`config.mk`:
```
export PLATFORM = sky130hd
export DESIGN_NAME = avg_iq_capture_ctrl
export DESIGN_NICKNAME = d
export VERILOG_FILES = /design/src/rtl/avg_iq_capture_ctrl.sv
export SDC_FILE = /design/constraint.sdc
export NUM_CORES = 1
export LEC_CHECK = 0
export CORE_ASPECT_RATIO = 1.75
export CORE_MARGIN = 4
export CORE_UTILIZATION = 56
export DETAILED_ROUTE_END_ITERATION = 8
export PLACE_DENSITY_LB_ADDON = 0.25
export SYNTH_ARGS = -nofsm -noshare
export SYNTH_HDL_FRONTEND = slang
export SYNTH_SLANG_ARGS = --single-unit
```
`constraint.sdc`:
```
create_clock -name user_clk -period 6.8 [get_ports user_clk]
set_input_delay 1.02 -clock user_clk [delete_from_list [all_inputs] [get_ports user_clk]]
set_output_delay 1.02 -clock user_clk [all_outputs]
set_load 0.02 [all_outputs]
```
`src/rtl/avg_iq_capture_ctrl.sv`:
```
// Averaged-IQ snapshot sequencer: averages 2^LOG2_NAVG samples of one channel
// into each BRAM word and exposes a {busy, done, missed, count} status word.
module avg_iq_capture_ctrl #(
    parameter int unsigned ADDR_W    = 10,
    parameter int unsigned LOG2_NAVG = 4,
    parameter int unsigned DATA_W    = 16,
    parameter int unsigned CH_W      = 8
) (
    input  logic                     user_clk,
    input  logic                     user_rst_n,
    input  logic                     start,
    input  logic                     abort,
    input  logic [CH_W-1:0]          ch_sel,
    input  logic                     sync_in,
    input  logic                     in_valid,
    input  logic [CH_W-1:0]          ch_idx,
    input  logic signed [DATA_W-1:0] i_in,
    input  logic signed [DATA_W-1:0] q_in,
    output logic                     bram_we,
    output logic [ADDR_W-1:0]        bram_addr,
    output logic [2*DATA_W-1:0]      bram_din,
    output logic [31:0]              addr_out
);

    localparam int unsigned ACC_W  = DATA_W + LOG2_NAVG;
    localparam int unsigned CNT_W  = LOG2_NAVG + 1;
    localparam int unsigned NAVG   = 1 << LOG2_NAVG;
    localparam int unsigned ZERO_W = 32 - 3 - (ADDR_W + 1);

    typedef enum logic [2:0] {
        S_IDLE,
        S_WAIT_SYNC,
        S_ACC,
        S_WRITE,
        S_DONE
    } state_t;

    state_t                   state;
    logic [CH_W-1:0]          ch_q;
    logic signed [ACC_W-1:0]  acc_i;
    logic signed [ACC_W-1:0]  acc_q;
    logic [CNT_W-1:0]         n_cnt;
    logic [ADDR_W:0]          wr_count;
    logic                     busy;
    logic                     done;
    logic                     missed;

    logic                     match_c;
    logic                     last_c;
    logic                     last_addr_c;
    logic signed [ACC_W-1:0]  sum_i_c;
    logic signed [ACC_W-1:0]  sum_q_c;

    // Running sums including the current sample, sign-extended to the accumulator width
    assign match_c     = in_valid && (ch_idx == ch_q);
    assign last_c      = (n_cnt == CNT_W'(NAVG - 1));
    assign last_addr_c = (wr_count[ADDR_W-1:0] == {ADDR_W{1'b1}});
    assign sum_i_c     = acc_i + {{LOG2_NAVG{i_in[DATA_W-1]}}, i_in};
    assign sum_q_c     = acc_q + {{LOG2_NAVG{q_in[DATA_W-1]}}, q_in};

    // Every status field is a flop, so the word is glitch-free for the PPC poll
    assign addr_out = {busy, done, missed, ZERO_W'(0), wr_count};

    always_ff @(posedge user_clk or negedge user_rst_n) begin
        if (!user_rst_n) begin
            state     <= S_IDLE;
            ch_q      <= '0;
            acc_i     <= '0;
            acc_q     <= '0;
            n_cnt     <= '0;
            wr_count  <= '0;
            busy      <= 1'b0;
            done      <= 1'b0;
            missed    <= 1'b0;
            bram_we   <= 1'b0;
            bram_addr <= '0;
            bram_din  <= '0;
        end else begin
            bram_we <= 1'b0;
            if (abort) begin
                // Count and missed survive for readback; partial average is dropped
                state <= S_IDLE;
                busy  <= 1'b0;
                done  <= 1'b0;
                acc_i <= '0;
                acc_q <= '0;
                n_cnt <= '0;
            end else begin
                case (state)
                    S_IDLE, S_DONE: begin
                        if (start) begin
                            ch_q     <= ch_sel;
                            wr_count <= '0;
                            missed   <= 1'b0;
                            done     <= 1'b0;
                            acc_i    <= '0;
                            acc_q    <= '0;
                            n_cnt    <= '0;
                            busy     <= 1'b1;
                            state    <= S_WAIT_SYNC;
                        end
                    end
                    S_WAIT_SYNC: begin
                        if (sync_in) begin
                            state <= S_ACC;
                        end
                    end
                    S_ACC: begin
                        if (match_c) begin
                            acc_i <= sum_i_c;
                            acc_q <= sum_q_c;
                            n_cnt <= n_cnt + CNT_W'(1);
                            if (last_c) begin
                                // Upper DATA_W bits == sum >>> LOG2_NAVG (floor)
                                bram_we   <= 1'b1;
                                bram_addr <= wr_count[ADDR_W-1:0];
                                bram_din  <= {sum_i_c[ACC_W-1 -: DATA_W],
                                              sum_q_c[ACC_W-1 -: DATA_W]};
                                state     <= S_WRITE;
                            end
                        end
                    end
                    S_WRITE: begin
                        acc_i    <= '0;
                        acc_q    <= '0;
                        n_cnt    <= '0;
                        wr_count <= wr_count + (ADDR_W+1)'(1);
                        if (match_c) begin
                            missed <= 1'b1;
                        end
                        if (last_addr_c) begin
                            busy  <= 1'b0;
                            done  <= 1'b1;
                            state <= S_DONE;
                        end else begin
                            state <= S_ACC;
                        end
                    end
                    default: begin
                        state <= S_IDLE;
                    end
                endcase
            end
        end
    end

endmodule
```
# Word level (Yosys, flattened, before mapping)
# Index checks and enable logic that the tools add are counted.
# classes
n_addsub,4
n_eq_ne,14
muxes,34
bitwise_logic,1
n_reduce_logical,13
# op_table
op,n
$pmux W20 S3,2
$mux W20,5
$add A20 B20 Y20,2
$pmux W11 S2,1
$mux W3,6
$mux W5,3
$ne A3 B3 Y1 const B,5
$pmux W5 S3,1
$pmux W3 S4,1
$reduce_and A3 Y1,4
$reduce_and A4 Y1,3
$add A11 B1 Y11 const B,1
$mux W1,11
$mux W11,1
$eq A10 B10 Y1 const B,1
$eq A8 B8 Y1,1
$eq A3 B2 Y1 const B,2
$pmux W1 S2,3
$add A5 B1 Y5 const B,1
$eq A5 B4 Y1 const B,1
$ne A2 B2 Y1 const B,2
$reduce_bool A4 Y1,1
$eq A3 B1 Y1 const B,1
$eq A3 B3 Y1 const B,1
other kinds (6),6
# totals
register_bits,113
input_bits,54
word_cells,78

# Depth between registers and ports, before layout
# Gate-level depths: netlist (run 1).
# depth
word_depth,5
mapped_depth,10
depth_no_buf,10

# Worst setup path before layout (run 1)
# OpenSTA, ideal clock, no wires.
# synth_timing
path_kind,input port to flip-flop
startpoint,in q_in[0]
endpoint,reg bram_din[14]
t_arrival_ps,3152
slack_ps,3517
path_stages,10
path_buffers,0
cell_sequence,ha_1 fa_1 a211oi_1 o21ai_1 a21oi_1 a21oi_1 a31o_2 a311oi_1 xor2_1 o21ai_1
# synth_via
elab_chain_len,1
# synth_lines
element,line,text
"start, declared",18,"input logic signed [DATA_W-1:0] q_in,"
$add A20 B20 Y20,59,"assign sum_q_c = acc_q + {{LOG2_NAVG{q_in[DATA_W-1]}}, q_in};"
"end signal, assigned",117,"bram_din <= {sum_i_c[ACC_W-1 -: DATA_W],"
"end, declared",21,"output logic [2*DATA_W-1:0] bram_din,"
# Every way passes these cells.
# A chain may end at the register's enable or synchronous reset.

# Worst setup path in the final report (run 1)
# layout_timing
startpoint,in i_in[0]
endpoint,reg bram_din[30]
# layout_via
elab_chain_len,1
# layout_lines
element,line,text
"start, declared",17,"input logic signed [DATA_W-1:0] i_in,"
$add A20 B20 Y20,58,"assign sum_i_c = acc_i + {{LOG2_NAVG{i_in[DATA_W-1]}}, i_in};"
# Every way passes these cells.

==> results of run 1 <==
-- layout by cell type, fill, tap and decap left out, drive strengths merged, types with 5 or more instances in the layout --
| cell | count |
|---|---|
| a211oi | 6 |
| a21o | 16 |
| a21oi | 35 |
| a31oi | 5 |
| buf | 6 |
| clkbuf | 19 |
| clkdlybuf4s50 | 109 |
| clkinv | 5 |
| conb | 18 |
| dfrtp | 113 |
| ha | 41 |
| inv | 6 |
| mux2 | 18 |
| nand2 | 103 |
| nand2b | 8 |
| nand3 | 10 |
| nand4 | 8 |
| nor2 | 45 |
| nor2b | 7 |
| nor3 | 6 |
| o21ai | 85 |
| o31ai | 18 |
| xnor2 | 28 |
| xor2 | 24 |
-- final timing paths --
check,start,to,slack (ns),cells after the start
max,i_in[0],bram_din[30],3.19,11
min,bram_din[23],bram_din[23],0.47,2
max reg2reg,acc_i[0],bram_din[30],3.85,10
min reg2reg,bram_din[23],bram_din[23],0.47,2
max in group asynchronous,user_rst_n,bram_din[12],4.97,2
min in group asynchronous,user_rst_n,bram_din[18],0.65,1
-- sequential cells by signal, summed over array words and instances (netlist names), 3 cells and up --
name       cells
bram_din      32
state          3
ch_q           8
acc_q         20
n_cnt          5
bram_addr     10
acc_i         20
wr_count      11
-- stage by stage --
stage	instance area, um2	instances	hold WS [ns]	setup slack (ns)	utilization (%)
floorplan	6410	684	0.440	3.52	-
global placement	7470	886	0.457	2.83	67.3
detailed placement	7470	886	0.466	2.78	67.3
CTS	8070	918	0.482	3.19	72.7
global route	8070	918	0.487	3.02	72.7
finish	8070	918	0.474	3.19	72.7
-- critical path, delay by kind of cell --
family / cells / cell delay (ns)
compound gates: 6 / 1.13
fa+ha+maj: 2 / 0.69
simple gates: 1 / 0.41
buf+inv: 1 / 0.40
xor+xnor: 1 / 0.23
-- power groups by stage --
stage / registers (mW) / clock network (mW) / logic, mW
6_report: 0.719 / 0.907 / 0.237
5_1_grt: 0.722 / 0.946 / 0.263
4_1_cts: 0.719 / 0.915 / 0.238
3_5_place_dp: 0.730 / 0 / 0.236
3_3_place_gp: 0.729 / 0 / 0.230
2_1_floorplan: 0.726 / 0 / 0.162
-- cell type report --
class,count,area [um2]
repair buffers,115,1140
fillers,825,3030
clock buffers,19,443
multi-input cells,521,3320
inverters,5,18.8
well taps,132,165
clock inverters,13,161
flip-flops and latches,113,2830
-- logic make-up after synthesis --
family,synth area share [%]
and+or+nand+nor,13.9
AOI/OAI and AO/OA,18.2
DFF,44.6
xor gates and xnor gates,7.18
buffers and inverters,4.20
adders and majority gates,8.71
muxes,3.19
other,0.0591
-- metal layers --
| metal | track usage, % | vias to the layer above |
|---|---|---|
| met3 | 6.14 | 42 |
| met5 | 0 | - |
| met1 | 27.2 | 2512 |
| met4 | 11.4 | 0 |
| li1 | - | 2529 |
| met2 | 42.0 | 191 |
==> flow_metrics.env, run 1 <==
export IMPL_grt_start_max_net_pins=76
export IMPL_grt_pass1_vias=5522
export IMPL_setup_tns_ns=0
export IMPL_crit_fanout=3
export IMPL_finalCriticalPeriod_ns=3.61
export IMPL_p_sw_share_pct=25.5
export IMPL_wl_met2_mm=7.97
export IMPL_yosys_top_cells_area="dfrtp_1, ha_1, nand2_1, o21ai_1, xnor2_1"
export IMPL_critPathKind="input port to register"
export IMPL_rows=51
export IMPL_synth_top_cell_area_share_pct=44.6
export IMPL_vias_per_cell=5.75
export IMPL_avgSynthCellArea_um2=9.51
export IMPL_wl_per_cell_um=16.6
export IMPL_post_cts_buffers=0
export IMPL_relSlewSlack_pct=45.1
export IMPL_antenna_found_initial=0
export IMPL_grt_total_usage_pct=24.2
export IMPL_io_pins=129
export IMPL_synth_seq_cells=113
export IMPL_fp_dieArea_um2=13200
export IMPL_p_comb_share_pct=12.7
export IMPL_h_tree_depth=4
export IMPL_layout_drive_gt1_share_pct=6.87
export IMPL_clkPwrFrac_pct=48.7
export IMPL_rsz0062_at_grt="no"
export IMPL_nets=870
export IMPL_initial_core_util_pct=57.2
export IMPL_cp_end_kind="register"
export IMPL_cts_tree="built"
export IMPL_synth_seq_area_share_pct=44.6
export IMPL_final_period_utilization_pct=53.1
export IMPL_grt_pass1_wl_mm=25.2
export IMPL_cts_root_buf="clkbuf_16"
export IMPL_numCtsBuffers=17
export IMPL_cp_arrival_ns=3.88
export IMPL_hold_violations=0
export IMPL_p_leak_nw=3.68
export IMPL_worstHoldPathType="register to register"
export IMPL_dpl_hpwl_mm=10.8
export IMPL_synth_most_common_cell="dfrtp_1"
export IMPL_ys_types=50
export IMPL_cts_buffer_depth=2
export IMPL_pwr_share_seq_pct=38.6
export IMPL_cp_start_kind="input port"
export IMPL_wl_met3_mm=1.01
export IMPL_slowest_stage="fa_1"
export IMPL_outcome="complete, no violations"
export IMPL_wirelength_mm=15.2
export IMPL_synth_common_cells="dfrtp_1, nand2_1, o21ai_1"
export IMPL_area_growth_pct=27.2
export IMPL_clk_insertion_delay_late_ns=0.41
export IMPL_path_cells="clkdlybuf4s50_1 -> ha_1 -> fa_1 -> a211oi_1 -> o21bai_1 -> a31oi_1 -> a21oi_1 -> or4_1 -> a31oi_1 -> xor2_1 -> o21ai_1"
export IMPL_synth_async_sr_flop_share_pct=100
export IMPL_diodes=0
export IMPL_maxCapViolations=0
export IMPL_cp_common_cell="a31oi_1"
export IMPL_antenna_left=0
export IMPL_drc=0
export IMPL_cp_slowest_stage_delay_ns=0.44
export IMPL_synthesis_area_um2=6350
export IMPL_port_buffers=110
export IMPL_die_h_um=149
export IMPL_clkTransAtPathRegs_ns=0.05
export IMPL_p_sw_mw=0.475
export IMPL_cts_sinks=113
export IMPL_ctsResizeCount=0
export IMPL_grt_overflow=0
export IMPL_core_area_um2=11100
export IMPL_postSynthCellCount=667
export IMPL_place_congestion=0.907
export IMPL_maxSlewViolCount=0
export IMPL_dr_pass1_iters=4
export IMPL_synth_edf_count=0
export IMPL_clock_skew_ns=0.00936
export IMPL_vias=5274
export IMPL_drt_met1_wl_mm=5.76
export IMPL_die_w_um=88.5
export IMPL_intPower_mw=1.39
export IMPL_worstPathRequired_ns=7.06
export IMPL_vdd_drop_max_v=0.000193
export IMPL_yosysWarnings=0
export IMPL_synth_top_area_cell="dfrtp_1"
export IMPL_top_layer="met4"
export IMPL_ys_flop_type="dfrtp_1"
export IMPL_worst_slew_pin_slew_ns=0.817
export IMPL_p_per_area_nw_per_um2=231
export IMPL_drtIter0Drc=235
export IMPL_fmax_mhz=277
export IMPL_setup_viol=0
export IMPL_total_power_mw=1.86
export IMPL_hold_buffers=0
Power figures use the tool's default switching activity.
==> run 2: changes to the inputs <==
--- a/config.mk
+++ b/config.mk
@@ -7,7 +7,7 @@
 export LEC_CHECK = 0
 export CORE_ASPECT_RATIO = 1.75
 export CORE_MARGIN = 4
-export CORE_UTILIZATION = 56
+export CORE_UTILIZATION = 47
 export DETAILED_ROUTE_END_ITERATION = 8
 export PLACE_DENSITY_LB_ADDON = 0.25
 export SYNTH_ARGS = -nofsm -noshare
==> constraint.sdc (replaced) <==
create_clock -name user_clk -period 3.05 [get_ports user_clk]
set_input_delay 0.4575 -clock user_clk [delete_from_list [all_inputs] [get_ports user_clk]]
set_output_delay 0.4575 -clock user_clk [all_outputs]
set_load 0.02 [all_outputs]
==> flow_metrics.env, run 2 (synthesized netlist as in run 1, its figures left out) <==
export IMPL_cts_root_buf="clkbuf_16"
export IMPL_crit_fanout=2
export IMPL_worstHoldPathType="input port to asynchronous set/reset pin"
export IMPL_dr_pass1_iters=5
export IMPL_regMostFlops="bram_din"
export IMPL_worst_slack_ns=0.202
export IMPL_clk_insertion_delay_late_ns=0.41
export IMPL_hold_buffers=0
export IMPL_grt_pass1_vias=5708
export IMPL_initial_core_util_pct=48.5
export IMPL_setup_viol=0
export IMPL_grt_overflow=0
export IMPL_grt_start_max_net_pins=57
export IMPL_utilization_pct=65.3
export IMPL_final_cells=999
export IMPL_largest_reg_flops=32
export IMPL_vdd_drop_max_v=0.000419
export IMPL_worstPathRequired_ns=3.33
export IMPL_hold_ws_ns=0.0707
export IMPL_core_area_um2=13100
export IMPL_port_buffers=110
export IMPL_h_tree_depth=4
export IMPL_grt_pass1_wl_mm=26.6
export IMPL_outcome="complete, no violations"
export IMPL_cts_tree="built"
export IMPL_cp_end_kind="register"
export IMPL_layout_commonest_cell="dfrtp_1"
export IMPL_vias=5359
export IMPL_dp_cells=967
export IMPL_antenna_found_initial=0
export IMPL_area_growth_pct=34.6
export IMPL_maxCapViolations=0
export IMPL_cts_sinks=113
export IMPL_cp_arrival_ns=3.13
export IMPL_setup_tns_ns=0
export IMPL_drtIter0Drc=200
export IMPL_wirelength_mm=15.9
export IMPL_place_congestion=0.946
export IMPL_nets=912
export IMPL_fp_dieArea_um2=15500
export IMPL_finalCriticalPeriod_ns=2.85
export IMPL_cts_buffer_depth=2
export IMPL_relSlewSlack_pct=53.0
export IMPL_post_place_ws_ns=-0.341
export IMPL_diodes=0
export IMPL_wl_per_cell_um=15.9
export IMPL_worst_slew_pin_slew_ns=0.703
export IMPL_largestRegisters="bram_din (32), acc_i (20), acc_q (20)"
export IMPL_drc=0
export IMPL_grt_total_usage_pct=21.8
export IMPL_p_per_area_nw_per_um2=509
export IMPL_clkTransAtPathRegs_ns=0.06
export IMPL_die_w_um=95.8
export IMPL_numCtsBuffers=17
export IMPL_vias_per_cell=5.36
export IMPL_io_pins=129
export IMPL_maxSlewViolCount=0
export IMPL_final_period_utilization_pct=93.4
export IMPL_clock_skew_ns=0.00740
export IMPL_layout_drive_gt1_share_pct=12.4
export IMPL_rows=55
export IMPL_dpl_hpwl_mm=11.7
export IMPL_hold_violations=0
export IMPL_cp_start_kind="input port"
export IMPL_p_leak_nw=3.93
export IMPL_antenna_left=0
export IMPL_critPathKind="input port to register"
export IMPL_fmax_mhz=351
export IMPL_final_cell_mix="dfrtp_1, clkdlybuf4s50_1, nand2_1"
export IMPL_die_h_um=162
-- run 2: cell count changes in the layout (fill, tap and decap cells not counted), sizes merged --
cell,before,now
clkinvlp,4,3
buf,6,48
bufinv,3,4
inv,6,9
clkbuf,19,18
clkinv,5,3
-- run 2: power breakdown --
group	total, mW	switching (mW)	leakage, nW	internal [mW]
Clock	2.16	0.758	0.304	1.40
Sequential	1.60	0.0472	1.55	1.56
Combinational	0.583	0.312	2.07	0.271
-- run 2: routing by layer --
metal,global-route usage (%),vias to the layer above,share of wire (%)
li1,-,2615,-
met2,38.9,151,54
met5,0,-,0
met3,5.70,40,5.3
met4,8.48,0,2.5
met1,24.2,2553,38
-- run 2: repair_timing --
action,4_1_cts,5_1_grt
buffers inserted,0,0
resized for setup,0,7
endpoints found under the setup margin,0,7
endpoints found under the hold margin,0,0
-- run 2: critical path: stages --
cell             delay (ns)
clkdlybuf4s50_1        0.41
ha_1                   0.23
fa_1                   0.42
a211oi_2               0.23
o21bai_2               0.12
a31oi_1                0.20
a21oi_1                0.12
or4_1                  0.43
a31oi_2                0.23
xor2_1                 0.20
o21ai_1                0.07
-- run 2: final cells by class --
cell class	instances	area (um2)
well taps	171	214
fillers	1030	4530
inverters	5	18.8
clock inverters	14	204
repair buffers	157	1480
clock buffers	18	439
multi-input cells	521	3360
flip-flops and latches	113	2830
-- run 2: stage by stage --
stage	instance area [um2]	total power, mW
2_1_floorplan	6410	1.98
3_3_place_gp	7860	2.19
4_1_cts	8500	4.37
6_report	8540	4.35
5_1_grt	8540	4.52
3_5_place_dp	7860	2.21
-- run 2: final timing paths --
path,end,from,cells past startpoint,slack [ns]
max,bram_din[30],i_in[0],11,0.20
max in group asynchronous,bram_addr[3],user_rst_n,2,2.25
min,acc_q[14],user_rst_n,1,0.07
min reg2reg,bram_din[21],bram_din[21],2,0.48
min in group user_clk,bram_din[21],bram_din[21],2,0.48
max reg2reg,bram_din[30],acc_i[0],10,0.31
==> run 3: changes to the inputs <==
--- a/config.mk
+++ b/config.mk
@@ -7,7 +7,7 @@
 export LEC_CHECK = 0
 export CORE_ASPECT_RATIO = 1.75
 export CORE_MARGIN = 4
-export CORE_UTILIZATION = 47
+export CORE_UTILIZATION = 52
 export DETAILED_ROUTE_END_ITERATION = 8
 export PLACE_DENSITY_LB_ADDON = 0.25
 export SYNTH_ARGS = -nofsm -noshare
==> constraint.sdc (replaced) <==
create_clock -name user_clk -period 3.2 [get_ports user_clk]
set_input_delay 0.48 -clock user_clk [delete_from_list [all_inputs] [get_ports user_clk]]
set_output_delay 0.48 -clock user_clk [all_outputs]
set_load 0.02 [all_outputs]
==> flow_metrics.env, run 3 (synthesized netlist as in run 1, its figures left out) <==
export IMPL_vdd_drop_max_v=0.000407
export IMPL_regMostFlops="bram_din"
export IMPL_cts_buffer_depth=2
export IMPL_cts_root_buf="clkbuf_16"
export IMPL_final_cells=973
export IMPL_timing_rr_end="acc_i[18]"
export IMPL_grt_pass1_vias=5653
export IMPL_cp_endpoint="acc_i[19]"
export IMPL_clock_skew_ns=0.00656
export IMPL_wl_per_cell_um=16.3
export IMPL_dp_cells=941
export IMPL_place_area_um2=7690
export IMPL_r2r_start="acc_i[0]"
export IMPL_maxSlewViolCount=0
export IMPL_rsz0062_at_grt="no"
export IMPL_p_per_area_nw_per_um2=471
export IMPL_die_w_um=91.5
export IMPL_maxCapViolations=0
export IMPL_io_pins=129
export IMPL_antenna_left=0
export IMPL_rows=53
export IMPL_finalCriticalPeriod_ns=2.92
export IMPL_vias_per_cell=5.48
export IMPL_worstSetupStartpoint="i_in[1]"
export IMPL_port_buffers=110
export IMPL_hold_violations=0
export IMPL_path_cells="clkdlybuf4s50_1 -> ha_1 -> a211oi_2 -> o21ai_1 -> a2111oi_2 -> o31ai_1 -> a221oi_2 -> xnor2_1 -> nor3b_2 -> a221o_1"
export IMPL_numCtsBuffers=17
export IMPL_worstHoldPathType="input port to asynchronous set/reset pin"
export IMPL_post_cts_buffers=0
export IMPL_outcome="complete, no violations"
export IMPL_diodes=0
export IMPL_dr_pass1_iters=4
export IMPL_core_area_um2=12000
export IMPL_setup_viol=0
export IMPL_drc=0
export IMPL_cts_sinks=113
export IMPL_cp_start_kind="input port"
export IMPL_clkTransAtPathRegs_ns=0.06
export IMPL_wirelength_mm=15.9
export IMPL_cp_slowest_stage_delay_ns=0.46
export IMPL_vias=5330
export IMPL_r2r_cells=10
export IMPL_grt_start_max_net_pins=58
export IMPL_fill_cells=969
export IMPL_hold_buffers=0
export IMPL_antenna_found_initial=0
export IMPL_worstPathRequired_ns=3.49
export IMPL_fmax_mhz=342
export IMPL_relSlewSlack_pct=40.1
export IMPL_critPathKind="input port to register"
export IMPL_largestRegisters="bram_din (32), acc_i (20), acc_q (20)"
export IMPL_initial_core_util_pct=52.9
export IMPL_final_period_utilization_pct=91.3
export IMPL_h_tree_depth=4
export IMPL_crit_fanout=3
export IMPL_p_leak_nw=3.79
export IMPL_nets=892
export IMPL_die_h_um=154
export IMPL_fp_dieArea_um2=14100
export IMPL_cp_end_kind="register"
export IMPL_drtIter0Drc=253
export IMPL_layout_commonest_cell="dfrtp_1"
export IMPL_final_area_um2=8270
export IMPL_grt_total_usage_pct=23.5
export IMPL_grt_overflow=0
export IMPL_ctsResizeCount=0
export IMPL_layout_drive_gt1_share_pct=9.53
export IMPL_final_cell_mix="dfrtp_1, clkdlybuf4s50_1, nand2_1"
export IMPL_rrSetupSlack_ns=0.39
export IMPL_grt_pass1_wl_mm=26.6
export IMPL_worst_slew_pin_slew_ns=0.898
export IMPL_cp_arrival_ns=3.21
export IMPL_area_growth_pct=30.4
export IMPL_clk_insertion_delay_late_ns=0.41
export IMPL_total_power_mw=3.89
export IMPL_cts_tree="built"
export IMPL_slowest_stage="a2111oi_2"
export IMPL_place_congestion=0.873
export IMPL_largest_reg_flops=32
export IMPL_dpl_hpwl_mm=11.5
-- run 3: layer usage --
layer  vias up  part of all wire [%]  global-route usage, %
met2       155                    55                   42.3
met5         -                     0                      0
li1       2575                     -                      -
met4         0                   2.7                   11.3
met3        29                   5.3                   5.38
met1      2571                    37                   25.5
-- run 3: report_power, final --
| group | total (mW) | leakage [nW] | internal (mW) | switching (mW) |
|---|---|---|---|---|
| Combinational | 0.525 | 1.96 | 0.238 | 0.288 |
| Sequential | 1.53 | 1.55 | 1.48 | 0.0456 |
| Clock | 1.84 | 0.278 | 1.15 | 0.688 |
| Total | 3.89 | 3.79 | 2.87 | 1.02 |
-- run 3: worst min path at each step --
stage                     slack (ns)  cells past startpoint       start           end
after CTS                       0.15                      1  user_rst_n  bram_din[11]
after detailed placement        0.46                      1    n_cnt[3]      n_cnt[3]
after floorplan                 0.18                      0  user_rst_n      acc_i[0]
after global placement          0.46                      2    acc_q[3]      acc_q[3]
after global routing            0.19                      1  user_rst_n  bram_din[11]
final                           0.13                      1  user_rst_n     acc_q[16]
-- run 3: critical path, delay by kind of cell --
kind | cells | cell delay [ns]
and+or+nand+nor | 1 | 0.09
AOI/OAI and AO/OA | 6 | 1.60
xor gates and xnor gates | 1 | 0.24
buffers and inverters | 1 | 0.45
adders and majority gates | 1 | 0.34
-- run 3: cell type report --
type                    count  area, um2  share of cell area (%)
clock buffers              21        480                    5.81
clock inverters            11        105                    1.27
inverters                   5       18.8                   0.227
multi-input cells         521       3320                    40.1
flip-flops and latches    113       2830                    34.2
well taps                 165        206                    2.50
repair buffers            137       1310                    15.9
-- run 3: metrics by stage --
stage,hold WS (ns),utilization [%],worst slack (ns),setup TNS (ns)
after detailed placement,0.464,64.1,-0.146,-0.619
final,0.128,68.9,0.277,0
after global routing,0.188,68.9,0.0746,0
after CTS,0.154,68.9,0.280,0
after global placement,0.460,64.1,-0.109,-0.289
after floorplan,0.184,-,0.457,0
